$ cat src/rtl/branch_rs_alu_pkg.sv
// branch_rs_alu_pkg
// Shared constants for the branch reservation station and its comparator:
// the RS index / address / tag / data widths, the entry count and the
// conditional-branch funct3 encodings.
// Ports: none (package only).
package branch_rs_alu_pkg;

  localparam int BRANCH_ALU_RS_WIDTH = 2;
  localparam int ADDR_WIDTH          = 32;
  localparam int TAG_WIDTH           = 4;
  localparam int DATA_WIDTH          = 32;
  localparam int BRANCH_RS_ENTRIES   = 4;

  // Only the six real conditional branches are named; the two unused
  // encodings (010, 011) fall through to "not taken" in the comparator.
  typedef enum logic [2:0] {
    F3_BEQ  = 3'b000,
    F3_BNE  = 3'b001,
    F3_BLT  = 3'b100,
    F3_BGE  = 3'b101,
    F3_BLTU = 3'b110,
    F3_BGEU = 3'b111
  } branch_funct3_e;

endpackage

$ cat src/rtl/branch_cmp.sv
// branch_cmp
// Purely combinational branch condition evaluator. Kept separate so a
// later branch-prediction checker can reuse the same decision logic.
// Ports:
//   funct3  in   3       branch type
//   op1     in   DATA_W  first source operand (rs1)
//   op2     in   DATA_W  second source operand (rs2)
//   taken   out  1       1 = branch condition holds
module branch_cmp
  import branch_rs_alu_pkg::*;
#(
  parameter int DATA_W = DATA_WIDTH
) (
  input  logic [2:0]        funct3,
  input  logic [DATA_W-1:0] op1,
  input  logic [DATA_W-1:0] op2,
  output logic              taken
);

  always_comb begin
    taken = 1'b0;
    case (funct3)
      F3_BEQ:  taken = (op1 == op2);
      F3_BNE:  taken = (op1 != op2);
      F3_BLT:  taken = ($signed(op1) <  $signed(op2));
      F3_BGE:  taken = ($signed(op1) >= $signed(op2));
      F3_BLTU: taken = (op1 <  op2);
      F3_BGEU: taken = (op1 >= op2);
      default: taken = 1'b0;
    endcase
  end

endmodule

$ cat src/rtl/branch_rs_alu.sv
// branch_rs_alu
// Branch reservation station plus comparator. Dispatched conditional
// branches wait here until both operands are known (directly or captured
// from the CDB), then one at a time is evaluated and handed to the
// branch-CDB stage. An entry stays allocated until that stage returns
// finish with its RS number.
// Ports:
//   clk, rst                       clock, async active-high reset
//   disp_valid/funct3/op*/offset   dispatch interface
//   rs_full                        out: every entry busy
//   cdb_valid/cdb_tag/cdb_data     result broadcast bus
//   branchALUSignal                out: one-cycle result-valid pulse
//   branchALURSNumOut              out: index of the issued entry
//   branchALUResultOut             out: 1 = taken
//   branchALUOffsetOut             out: offset of the issued entry
//   branchALUFinish/RSNumIn        in : completion, frees an entry
module branch_rs_alu
  import branch_rs_alu_pkg::*;
#(
  parameter int RS_ENTRIES = BRANCH_RS_ENTRIES,
  parameter int RS_W       = BRANCH_ALU_RS_WIDTH,
  parameter int TAG_W      = TAG_WIDTH,
  parameter int DATA_W     = DATA_WIDTH,
  parameter int ADDR_W     = ADDR_WIDTH
) (
  input  logic              clk,
  input  logic              rst,
  input  logic              disp_valid,
  input  logic [2:0]        disp_funct3,
  input  logic              disp_op1_rdy,
  input  logic [DATA_W-1:0] disp_op1_val,
  input  logic [TAG_W-1:0]  disp_op1_tag,
  input  logic              disp_op2_rdy,
  input  logic [DATA_W-1:0] disp_op2_val,
  input  logic [TAG_W-1:0]  disp_op2_tag,
  input  logic [ADDR_W-1:0] disp_offset,
  output logic              rs_full,
  input  logic              cdb_valid,
  input  logic [TAG_W-1:0]  cdb_tag,
  input  logic [DATA_W-1:0] cdb_data,
  output logic              branchALUSignal,
  output logic [RS_W-1:0]   branchALURSNumOut,
  output logic              branchALUResultOut,
  output logic [ADDR_W-1:0] branchALUOffsetOut,
  input  logic              branchALUFinish,
  input  logic [RS_W-1:0]   branchALURSNumIn
);

  logic [RS_ENTRIES-1:0] busy;
  logic [RS_ENTRIES-1:0] issued;
  logic [RS_ENTRIES-1:0] op1_rdy;
  logic [RS_ENTRIES-1:0] op2_rdy;
  logic [2:0]            funct3_q [RS_ENTRIES];
  logic [DATA_W-1:0]     op1_val  [RS_ENTRIES];
  logic [DATA_W-1:0]     op2_val  [RS_ENTRIES];
  logic [TAG_W-1:0]      op1_tag  [RS_ENTRIES];
  logic [TAG_W-1:0]      op2_tag  [RS_ENTRIES];
  logic [ADDR_W-1:0]     offset_q [RS_ENTRIES];
  logic                  inflight;

  logic              free_found;
  logic [RS_W-1:0]   free_idx;
  logic              sel_valid;
  logic [RS_W-1:0]   sel_idx;
  logic              disp_fire;
  logic              disp_op1_hit;
  logic              disp_op2_hit;
  logic              sel_taken;

  // Full is judged on registered state only, so a slot freed by a finish
  // this cycle cannot be reused until the following cycle.
  assign rs_full   = &busy;
  assign disp_fire = disp_valid & ~rs_full;

  // A producer broadcasting in the same cycle as dispatch would otherwise
  // be missed, since the entry is not yet busy when the CDB is snooped.
  assign disp_op1_hit = ~disp_op1_rdy & cdb_valid & (cdb_tag == disp_op1_tag);
  assign disp_op2_hit = ~disp_op2_rdy & cdb_valid & (cdb_tag == disp_op2_tag);

  // Lowest-index free entry; scanning downward lets the lowest win.
  always_comb begin
    free_found = 1'b0;
    free_idx   = '0;
    for (int i = RS_ENTRIES - 1; i >= 0; i--) begin
      if (!busy[i]) begin
        free_found = 1'b1;
        free_idx   = RS_W'(i);
      end
    end
  end

  // Lowest-index ready, not-yet-issued entry. Nothing is selected while a
  // branch is in flight, so only one result is ever outstanding downstream.
  always_comb begin
    sel_valid = 1'b0;
    sel_idx   = '0;
    for (int i = RS_ENTRIES - 1; i >= 0; i--) begin
      if (!inflight && busy[i] && op1_rdy[i] && op2_rdy[i] && !issued[i]) begin
        sel_valid = 1'b1;
        sel_idx   = RS_W'(i);
      end
    end
  end

  branch_cmp #(
    .DATA_W (DATA_W)
  ) u_cmp (
    .funct3 (funct3_q[sel_idx]),
    .op1    (op1_val[sel_idx]),
    .op2    (op2_val[sel_idx]),
    .taken  (sel_taken)
  );

  // Entry state, issue and completion. Order inside the else branch
  // matters only for the in-flight flag: an issue in the same cycle as a
  // stray finish leaves a branch in flight.
  always_ff @(posedge clk or posedge rst) begin
    if (rst) begin
      busy               <= '0;
      issued             <= '0;
      op1_rdy            <= '0;
      op2_rdy            <= '0;
      inflight           <= 1'b0;
      branchALUSignal    <= 1'b0;
      branchALURSNumOut  <= '0;
      branchALUResultOut <= 1'b0;
      branchALUOffsetOut <= '0;
      for (int i = 0; i < RS_ENTRIES; i++) begin
        funct3_q[i] <= '0;
        op1_val[i]  <= '0;
        op2_val[i]  <= '0;
        op1_tag[i]  <= '0;
        op2_tag[i]  <= '0;
        offset_q[i] <= '0;
      end
    end else begin
      branchALUSignal <= 1'b0;

      for (int i = 0; i < RS_ENTRIES; i++) begin
        if (busy[i] && cdb_valid) begin
          if (!op1_rdy[i] && (op1_tag[i] == cdb_tag)) begin
            op1_val[i] <= cdb_data;
            op1_rdy[i] <= 1'b1;
          end
          if (!op2_rdy[i] && (op2_tag[i] == cdb_tag)) begin
            op2_val[i] <= cdb_data;
            op2_rdy[i] <= 1'b1;
          end
        end
      end

      if (branchALUFinish) begin
        inflight <= 1'b0;
        if (busy[branchALURSNumIn]) begin
          busy[branchALURSNumIn]   <= 1'b0;
          issued[branchALURSNumIn] <= 1'b0;
        end
      end

      if (sel_valid) begin
        branchALUSignal     <= 1'b1;
        branchALURSNumOut   <= sel_idx;
        branchALUResultOut  <= sel_taken;
        branchALUOffsetOut  <= offset_q[sel_idx];
        issued[sel_idx]     <= 1'b1;
        inflight            <= 1'b1;
      end

      if (disp_fire && free_found) begin
        busy[free_idx]     <= 1'b1;
        issued[free_idx]   <= 1'b0;
        funct3_q[free_idx] <= disp_funct3;
        op1_tag[free_idx]  <= disp_op1_tag;
        op2_tag[free_idx]  <= disp_op2_tag;
        offset_q[free_idx] <= disp_offset;
        op1_rdy[free_idx]  <= disp_op1_rdy | disp_op1_hit;
        op2_rdy[free_idx]  <= disp_op2_rdy | disp_op2_hit;
        op1_val[free_idx]  <= disp_op1_hit ? cdb_data : disp_op1_val;
        op2_val[free_idx]  <= disp_op2_hit ? cdb_data : disp_op2_val;
      end
    end
  end

endmodule

$ cat config.mk
export PLATFORM = sky130hd
export DESIGN_NAME = branch_rs_alu
export DESIGN_NICKNAME = d
export VERILOG_FILES = /design/src/rtl/branch_rs_alu_pkg.sv /design/src/rtl/branch_cmp.sv /design/src/rtl/branch_rs_alu.sv
export SDC_FILE = /design/constraint.sdc
export NUM_CORES = 1
export LEC_CHECK = 0
export ABC_CLOCK_PERIOD_IN_PS = 18800
export CORE_ASPECT_RATIO = 0.5
export CORE_MARGIN = 5
export CORE_UTILIZATION = 53
export DETAILED_ROUTE_END_ITERATION = 6
export PLACE_DENSITY = 0.77
export SKIP_CTS_REPAIR_TIMING = 1
export SYNTH_ARGS = -nofsm -noshare
export SYNTH_HDL_FRONTEND = slang
export SYNTH_SLANG_ARGS = --single-unit
$ cat constraint.sdc
create_clock -name clk -period 18.8 [get_ports clk]
set_input_delay 4.7 -clock clk [delete_from_list [all_inputs] [get_ports clk]]
set_output_delay 4.7 -clock clk [all_outputs]
set_load 0.005 [all_outputs]
==> flow_summary.json <==
{
  "drv_slew": 0,
  "drive_above_1_share": 0.0759,
  "p_leak_nw": 11.3,
  "reg2reg_slack_ns": 13.31,
  "hold_viol": 0,
  "htree_levels": 2,
  "worstMarginPinSlew_ns": 1.36,
  "gp_congestion": 0.837,
  "portBuffers": 188,
  "max-slew-margin-rel": 0.0921,
  "synth_seq_cells": 481,
  "cts_buffers": 44,
  "stdcell_area_um2": 25900,
  "yosysWarnings": 0,
  "synth_edf_count": 0,
  "fp-row-count": 53,
  "path_max_fanout": 32,
  "final_nets": 2748,
  "endpoint_kind": "flip-flop",
  "hp-class": "reg -> reg",
  "maxCapViolCount": 0,
  "dr.pass1.iters": 7,
  "arrival_ns": 7.66,
  "clk_latency_ns": 0.57,
  "p_per_area_nw_per_um2": 175,
  "worstReg2RegStart": "inflight",
  "core_area_um2": 41800,
  "placed_area_um2": 24500,
  "ant_nets": 0,
  "yosysSeqAreaShare": 0.539,
  "avgSynthCellArea_um2": 8.97,
  "area_delta_synth_final_pct": 16.2,
  "vias": 20000,
  "p_total_mw": 4.54,
  "grt_pass1_wl_um": 110000,
  "drtIter0Drc": 2667,
  "hpwl_um": 40600,
  "clockBufferDepth": 3,
  "worstSetupPathType": "in -> reg",
  "clk_pin_slew_ns": 0.07,
  "clock_skew_ns": 0.0226,
  "crit_required_ns": 19.28,
  "grt_start_max_net_pins": 131,
  "track_usage": 0.295,
  "synthArstFlopShare": 1.00,
  "worstPathCellList": "clkdlybuf4s50_1 -> xor2_1 -> nor3_1 -> and4b_1 -> a21oi_4 -> o22ai_1 -> nor2_1",
  "rsz0062_at_grt": "no",
  "rr_worst_depth": 15,
  "tns_ns": 0,
  "cts_root_buf": "clkbuf_16",
  "final_cells": 3146,
  "hold_path_end": "offset_q[106]",
  "start_util": 0.534,
  "irDropWorstVdd_v": 0.0000932,
  "max_freq_mhz": 139,
  "violations": "DRC",
  "die_h_um": 155,
  "synth_area_um2": 22300,
  "io_pins": 189,
  "setup_viol": 0,
  "cts_tree": "done",
  "grt_overflow_total": 0,
  "min_path_cells": 2,
  "die_area_um2": 46600,
  "worst_r2r_endpoint": "branchALUResultOut",
  "cp_slowest_cell": "a21oi_4",
  "cp-start-kind": "input pin",
  "netlist_instances": 2489,
  "timing.final.crit_share": 0.382,
  "cts.sinks": 481,
  "antenna_found_initial": 1,
  "totalWireLength_um": 70400,
  "grt_pass1_vias": 19800,
  "critPathMaxStageDelay_ns": 1.10,
  "placed_cells": 3068,
  "via_per_inst": 6.36,
  "ys_types": 64,
  "fin_crit_ns": 7.18,
  "synth_nets": 2673,
  "synthFlopType": "dfrtp_1",
  "drc_errors": 18,
  "hold_ws_ns": 0.474,
  "status": "complete, but fails checks",
  "hold_path_startpoint": "offset_q[106]",
  "post_drt_wl_per_cell_um": 22.4,
  "die_w_um": 300
}
[cells in the mapped netlist (3+ instances only)]
cell      instances  area share
a21oi_1          28      0.0063
nand3_1           6      0.0013
a22oi_1          16      0.0054
nand4b_1          4      0.0016
o21ai_1          13      0.0029
o221ai_1          3      0.0012
inv_1             4     0.00067
and4b_1           3      0.0013
xor2_1           30       0.012
xnor2_1          10      0.0039
clkbuf_1        115       0.019
and4_1            4      0.0016
a21boi_0          4      0.0013
a221oi_1         25      0.0098
nor2_1          622        0.10
nor2b_1           5      0.0014
buf_1            10      0.0017
dfrtp_1         481        0.54
ha_1             32       0.018
a21o_1            4      0.0013
nand2b_1          3     0.00084
a21boi_1         25      0.0084
a222oi_1         39       0.017
nand4_1          13      0.0036
a31oi_1          25      0.0070
o22ai_1         289       0.081
nand2_1         468       0.079
o21ai_0           8      0.0018
buf_4             4      0.0013
nor3_1           42      0.0094
mux2_2           43       0.022
a21oi_2           3      0.0012
buf_2            66       0.015
o22a_1            3      0.0012
[stage by stage]
step | worst slack (ns) | util
5_1_grt | 11.20 | 0.621
4_1_cts | 11.56 | 0.621
3_5_place_dp | 10.97 | 0.586
3_3_place_gp | 10.98 | 0.586
6_report | 11.62 | 0.621
2_1_floorplan | 0.679 | -
[cells by family (layout without fill, tap and decap cells)]
| kind of cell | Yosys count | count (layout) | share of synthesized area |
|---|---|---|---|
| and+or+nand+nor | 1191 | 1191 | 0.213 |
| AOI/OAI and AO/OA | 497 | 497 | 0.151 |
| DFF | 481 | 481 | 0.539 |
| buffers and inverters | 202 | 308 | 0.0390 |
| muxes | 45 | 45 | 0.0226 |
| xor gates and xnor gates | 41 | 41 | 0.0164 |
| adders and majority gates | 32 | 32 | 0.0179 |
| other | 0 | 1 | 0 |
[where the power goes]
group,internal (mW),total [mW],switching (mW)
clock network,0.524,0.925,0.402
logic,0.732,1.82,1.09
registers,1.51,1.79,0.288
total,2.76,4.54,1.78
[flip-flops by register name, summed over array words and instances (netlist names), 2 cells and up]
signal,cells
funct3_q,12
op2_val,128
op2_tag,16
op1_rdy,4
op1_tag,16
busy,4
branchALUOffsetOut,32
offset_q,128
branchALURSNumOut,2
op2_rdy,4
issued,4
op1_val,128
[per-layer routing]
metal	global-route usage	vias up	share of wire
li1	-	8725	-
met1	0.398	9746	0.40
met2	0.481	1293	0.47
met3	0.0595	232	0.10
met4	0.108	2	0.034
met5	0	-	0.00020
[critical path: cells and delay by family]
family                    cells  cell delay [ns]
AOI/OAI and AO/OA             2             1.29
xor gates and xnor gates      1             0.20
buffers and inverters         1             0.83
and+or+nand+nor               3             0.63
[worst max-delay path by stage]
stage               start                    end  cells past startpoint
2_1_floorplan         rst  branchALUOffsetOut[0]                      1
3_3_place_gp          rst            op1_val[85]                      4
3_5_place_dp          rst            op1_val[21]                      4
4_1_cts               rst            op1_val[21]                      4
5_1_grt               rst            op1_val[21]                      4
6_report       cdb_tag[3]            op2_val[30]                      7
[cell usage in the layout, fill, tap and decap left out, types with 5 or more instances in the layout]
cell               n
a21boi_1          25
a221oi_1          25
o21ai_1            7
xor2_1            30
nand3_1            6
clkinv_2           8
nor2_1           621
clkbuf_1           8
buf_4             38
nand2_1          464
a222oi_1          39
nand4_1           13
a21oi_1           20
dfrtp_1          481
clkbuf_16         45
o21ai_0            8
clkdlybuf4s50_1  188
a31oi_1           25
a22oi_1           16
ha_1              32
xnor2_1           10
o21ai_2            6
mux2_2            43
nor3_1            41
a21oi_2            7
clkbuf_8          11
o22ai_1          289
nand2_2            5
[layout make-up]
| type | count | area [um2] |
|---|---|---|
| antenna | 1 | 2.50 |
| fill | 3444 | 15800 |
| inverter | 5 | 26.3 |
| sequential | 481 | 12000 |
| clock inverter | 13 | 148 |
| multi-input combinational | 1806 | 9560 |
| tap | 550 | 688 |
| timing repair buffer | 226 | 2170 |
| clock buffer | 64 | 1310 |
(Power assumes the default switching activity.)
